[config.mk]
export PLATFORM = sky130hd
export DESIGN_NAME = regfile_mp_scoreboard
export DESIGN_NICKNAME = d
export VERILOG_FILES = /design/src/rtl/regfile_mp_scoreboard.sv
export SDC_FILE = /design/constraint.sdc
export NUM_CORES = 1
export LEC_CHECK = 0
export ABC_AREA = 1
export BUFFER_PORTS_ARGS = -buffer_cell sky130_fd_sc_hd__buf_2
export CORE_ASPECT_RATIO = 1.5
export CORE_MARGIN = 1
export CORE_UTILIZATION = 40
export CTS_CLUSTER_SIZE = 12
export DETAILED_ROUTE_END_ITERATION = 8
export GPL_TIMING_DRIVEN = 0
export PLACE_DENSITY = 0.63
export SLEW_MARGIN = 10
export SYNTH_ARGS = -nofsm -noshare
export SYNTH_HDL_FRONTEND = slang
export SYNTH_SLANG_ARGS = --single-unit
[constraint.sdc]
create_clock -name Clk -period 5.75 [get_ports Clk]
set_input_delay 0.575 -clock Clk [delete_from_list [all_inputs] [get_ports Clk]]
set_output_delay 0.575 -clock Clk [all_outputs]
set_load 0.02 [all_outputs]
[src/rtl/regfile_mp_scoreboard.sv]
// Two-read / two-write register file with a per-register pending scoreboard.
// Port A wins same-index write collisions; optional hardwired-zero R0 and write-to-read bypass.
module regfile_mp_scoreboard #(
  parameter int DATA_WIDTH = 16,
  parameter int ADDR_WIDTH = 4,
  parameter bit ZERO_REG   = 1'b1,
  parameter bit BYPASS     = 1'b1
) (
  input  logic                  Clk,
  input  logic                  Reset,
  input  logic [ADDR_WIDTH-1:0] Read_Register1,
  input  logic [ADDR_WIDTH-1:0] Read_Register2,
  output logic [DATA_WIDTH-1:0] Read_Data1,
  output logic [DATA_WIDTH-1:0] Read_Data2,
  input  logic                  RegWrite,
  input  logic [ADDR_WIDTH-1:0] Write_Reg,
  input  logic [DATA_WIDTH-1:0] Write_Data,
  input  logic                  RegWrite2,
  input  logic [ADDR_WIDTH-1:0] Write_Reg2,
  input  logic [DATA_WIDTH-1:0] Write_Data2,
  input  logic                  Issue_Valid,
  input  logic [ADDR_WIDTH-1:0] Issue_Reg,
  output logic                  Busy1,
  output logic                  Busy2,
  output logic [ADDR_WIDTH:0]   Pending_Count
);

  localparam int DEPTH = 2 ** ADDR_WIDTH;

  logic [DATA_WIDTH-1:0] mem_q [DEPTH];
  logic [DATA_WIDTH-1:0] mem_d [DEPTH];
  logic [DEPTH-1:0]      pend_q;
  logic [DEPTH-1:0]      pend_d;
  logic [ADDR_WIDTH:0]   cnt_q;
  logic [ADDR_WIDTH:0]   cnt_d;

  logic we_a;
  logic we_b;
  logic we_b_store;
  logic iss;

  // Index 0 is silently dropped everywhere when it is hardwired to zero.
  assign we_a       = RegWrite    && !(ZERO_REG && (Write_Reg  == '0));
  assign we_b       = RegWrite2   && !(ZERO_REG && (Write_Reg2 == '0));
  assign iss        = Issue_Valid && !(ZERO_REG && (Issue_Reg  == '0));
  assign we_b_store = we_b && !(we_a && (Write_Reg2 == Write_Reg));

  genvar gi;
  generate
    for (gi = 0; gi < DEPTH; gi++) begin : g_reg
      logic hit_a;
      logic hit_b;
      logic hit_i;
      assign hit_a = we_a       && (Write_Reg  == ADDR_WIDTH'(gi));
      assign hit_b = we_b_store && (Write_Reg2 == ADDR_WIDTH'(gi));
      assign hit_i = iss        && (Issue_Reg  == ADDR_WIDTH'(gi));
      assign mem_d[gi]  = hit_a ? Write_Data : (hit_b ? Write_Data2 : mem_q[gi]);
      // A same-cycle issue names a newer producer, so it beats the clearing write.
      assign pend_d[gi] = hit_i ? 1'b1 : ((hit_a || hit_b) ? 1'b0 : pend_q[gi]);
    end
  endgenerate

  always_comb begin
    cnt_d = '0;
    for (int i = 0; i < DEPTH; i++) begin
      cnt_d = cnt_d + (ADDR_WIDTH + 1)'(pend_d[i]);
    end
  end

  always_ff @(posedge Clk) begin
    if (Reset) begin
      for (int i = 0; i < DEPTH; i++) begin
        mem_q[i] <= '0;
      end
      pend_q <= '0;
      cnt_q  <= '0;
    end else begin
      for (int i = 0; i < DEPTH; i++) begin
        mem_q[i] <= mem_d[i];
      end
      pend_q <= pend_d;
      cnt_q  <= cnt_d;
    end
  end

  logic [ADDR_WIDTH-1:0] ra    [2];
  logic [DATA_WIDTH-1:0] rdata [2];
  logic                  busy  [2];

  assign ra[0] = Read_Register1;
  assign ra[1] = Read_Register2;

  generate
    for (gi = 0; gi < 2; gi++) begin : g_rd
      logic byp_a;
      logic byp_b;
      logic is_zero;
      assign byp_a   = BYPASS && we_a && (Write_Reg  == ra[gi]);
      assign byp_b   = BYPASS && we_b && (Write_Reg2 == ra[gi]);
      assign is_zero = ZERO_REG && (ra[gi] == '0);
      assign rdata[gi] = is_zero ? '0 :
                         byp_a   ? Write_Data :
                         byp_b   ? Write_Data2 : mem_q[ra[gi]];
      assign busy[gi]  = !is_zero && !byp_a && !byp_b && pend_q[ra[gi]];
    end
  endgenerate

  assign Read_Data1    = rdata[0];
  assign Read_Data2    = rdata[1];
  assign Busy1         = busy[0];
  assign Busy2         = busy[1];
  assign Pending_Count = cnt_q;

endmodule

==> results.md <==
* Status: finished, final reports clean
* Largest net degree at the start of global routing at 17
* Routed Antenna Nets at 0
* Slew @ Worst Pin at between 1 and 1.5 ns
* EDFF count, synth at roughly 260
* Initial DRC count at ~2700
* Buf/Inv on CP at 5
* Leakage at between 0.009 and 0.01 uW
* CTS buffer count at 29
* Setup crit start: Write_Reg[0]
* Clock net sink count at around 280
* Nets@finish at 2948
* CTS root buf: clkbuf_16
* Worst-Skew Late Latency at ~0.6 ns
* Final Hold Viols at 0
* Final period utilization at about 84%
* Synth cell count leaders: nand2_1, nand3_1, a21oi_1, edfxtp_1, inv_1
* Longest Clk Path Bufs at 3
* Slowest cell on the critical path: fa_1
* Vias in the first global route at between 20000 and 25000
* Seq/Total Area, Yosys at 41.5%
* Die X at around 180 um
* Setup Viol. Count Final at 0
* CP startpoint kind: input port
* Crit path top cell by count: fa_1
* Congestion Overflow GR at 0
* Post-route setup TNS at 0 ns
* Post_cts resized at 0
* # DRC at 0
* Area added between synthesis and finish at 10.6%
* IO buf count at 70
* Post-DR vias/cell at 6.13
* Worst-path clk slew at roughly 0.070 ns
* CP endpoint: Pending_Count[4]
* Avg Inst Size Synth at roughly 7.1 sq um
* Synth unique cells at 33
* Die height at between 200 and 300 um
* Final WL at roughly 110000 um
* Slowest stage delay, CP at ~0.56 ns
* Final Core Density at 45.1%
* Clock Skew at just under 0.009 ns
* Pre-CTS setup slack at approximately 0.43 ns
* DR WL/cell at roughly 31 um
* DR pass1 iterations at 7
* Slew margin rel. at just over 4%
* Fin Hold WS at around 0.34 ns
* Tmin final at a little under 5 ns
* Reg-to-Reg Start: pend_q[5]
* Num rows at 98
* H-tree depth at 1
* Critical path depth at 20
* Hold_buf cts at 0
* Min setup slack post-route at roughly 0.9 ns
* Synth area leader: edfxtp_1
* Synth Cell Area at between 15000 and 20000 sq um
* Synth Instances at around 2800
* Share of cells above drive strength 1 at ~7.5%
* CP Data Required Time at about 6.3 ns
* CP top delay family: adder cells
* CP cell instances: buf_4, nor2_4, a21oi_2, nand3_2, buf_6, nand3_1, nand3_1, nand2_1, fa_1, inv_1, fa_1, fa_1, fa_1, inv_1, ha_1, inv_1, fa_1, nor2_1, o21ai_0, nor2_1
* RSZ-0062 raised after global routing: false
* Hpwl dp at 84900 um
* R2r worst-path depth at 14
* Post-CTS Setup Repair Bufs at 0
* CP Max Fanout at 10
* Count leader, synth: nand2_1
* CTS tree: yes
* Pins Over Slew Limit at 0
* Routed vias at 21800
* Fmax at 206 MHz
* Tightest Hold Check Type: in -> reg
* Setup crit end kind: flip-flop
* Synth top area share at 39.3%
* Worst path arrival time at 5.38 ns
* Pwr dens at 258 nW/um^2
* Initial core utilization at between 40% and 50%
* Die ar. at 49800 sq um
* Core area at between 40000 and 50000 sq um
* GP Congestion at around 1.1
* Antenna violations before repair at 6
* First-pass GRT wire length at roughly 150000 um
* Crit Path Class: in -> reg
* Overall Global Routing Usage at roughly 44%
* Synth warnings at 0
* Reg2reg end: Pending_Count[4]
* Top FF cell, synth: edfxtp_1
* Max-cap violation count at 0
* Post-synth ARST share at 0%
* Fillers at 4993
* Worst VDD drop at between 200 and 300 uV
* Worst reg-to-reg setup slack at approximately 2 ns
* Yosys reg bits at around 280
* # IOs at 96
* Top cells by area, synth: edfxtp_1, nand2_1, nand3_1
[area by class of cell]
type | count | area (sq um) | area share, %
flip-flops and latches | 277 | 8110 | 37.5
multi-input cells | 2033 | 9650 | 44.6
diodes | 4 | 10.0 | 0.0463
inverters | 222 | 833 | 3.85
plain buffers | 242 | 1020 | 4.70
repair buffers | 71 | 362 | 1.67
well taps | 650 | 813 | 3.76
clock buffers | 39 | 776 | 3.59
clock inverters | 10 | 48.8 | 0.226
[stage by stage]
step | power [uW] | instances | cell area, sq um
final | 5580 | 3548 | 21600
after global routing | 5700 | 3546 | 21600
after CTS | 5510 | 3543 | 21600
after detailed placement | 3780 | 3494 | 20800
after global placement | 3780 | 3494 | 20800
after floorplan | 3190 | 2774 | 19600
[worst min-delay path by stage]
stage / start / endpoint / slack, ns / cells past startpoint
final: Issue_Valid / pend_q[6] / 0.34 / 3
after global routing: Issue_Valid / pend_q[6] / 0.34 / 3
after CTS: Issue_Valid / pend_q[6] / 0.33 / 3
after detailed placement: pend_q[8] / pend_q[8] / 0.51 / 2
after global placement: pend_q[8] / pend_q[8] / 0.51 / 2
after floorplan: pend_q[0] / pend_q[0] / 0.46 / 2
[power breakdown]
group | total (uW) | internal, uW | switching (uW) | leakage (uW)
Combinational | 1360 | 312 | 1050 | 0.00601
Sequential | 2450 | 2370 | 78.1 | 0.00265
Clock | 1760 | 934 | 831 | 0.000411
Total | 5580 | 3620 | 1960 | 0.00907
[metal layers]
| metal | global-route usage (%) | share of wire, % | vias to the layer above | routed length [um] |
|---|---|---|---|---|
| met1 | 49.0 | 34 | 10100 | 37600 |
| met5 | 0 | 0.011 | - | 12 |
| met4 | 43.9 | 12 | 2 | 13100 |
| met2 | 69.2 | 44 | 1646 | 48800 |
| met3 | 7.54 | 9.4 | 455 | 10300 |
| li1 | - | - | 9555 | - |
[cell families after synthesis]
logic type	Yosys count	synth area share (%)
AND/OR/NAND/NOR	1445	31.5
AO/OA/AOI/OAI	547	15.7
XOR/XNOR	10	0.448
flip-flops	277	41.5
buffers and inverters	464	9.45
adder cells (fa/ha/maj)	15	1.34
other	1	0.0192
[cells in the final DEF (no fill, tap or decap), types with 20 or more instances in the layout]
master	count
buf_1	52
o21ai_1	30
buf_2	119
nor2_1	113
a21oi_1	282
o21ai_0	111
a21oi_2	20
clkinv_1	20
dfxtp_1	21
nand3_1	450
nand2_1	828
edfxtp_1	256
clkbuf_1	138
o211ai_1	98
nand4_1	36
clkbuf_16	29
inv_1	193
[state kept, by name, indices dropped and copies added (netlist names)]
register	count
mem_q	256
pend_q	16
Pending_Count	5
[worst register-to-register path: stages, from the launching register on]
cell and delay, ns:
dfxtp_1 0.33, nand3_1 0.13, nand2_1 0.11, fa_1 0.56, inv_1 0.06, fa_1 0.55, fa_1 0.43, fa_1 0.45
inv_1 0.07, ha_1 0.16, inv_1 0.06, fa_1 0.45, nor2_1 0.11, o21ai_0 0.08, nor2_1 0.09
No activity file was read; power rests on OpenSTA's default activity.
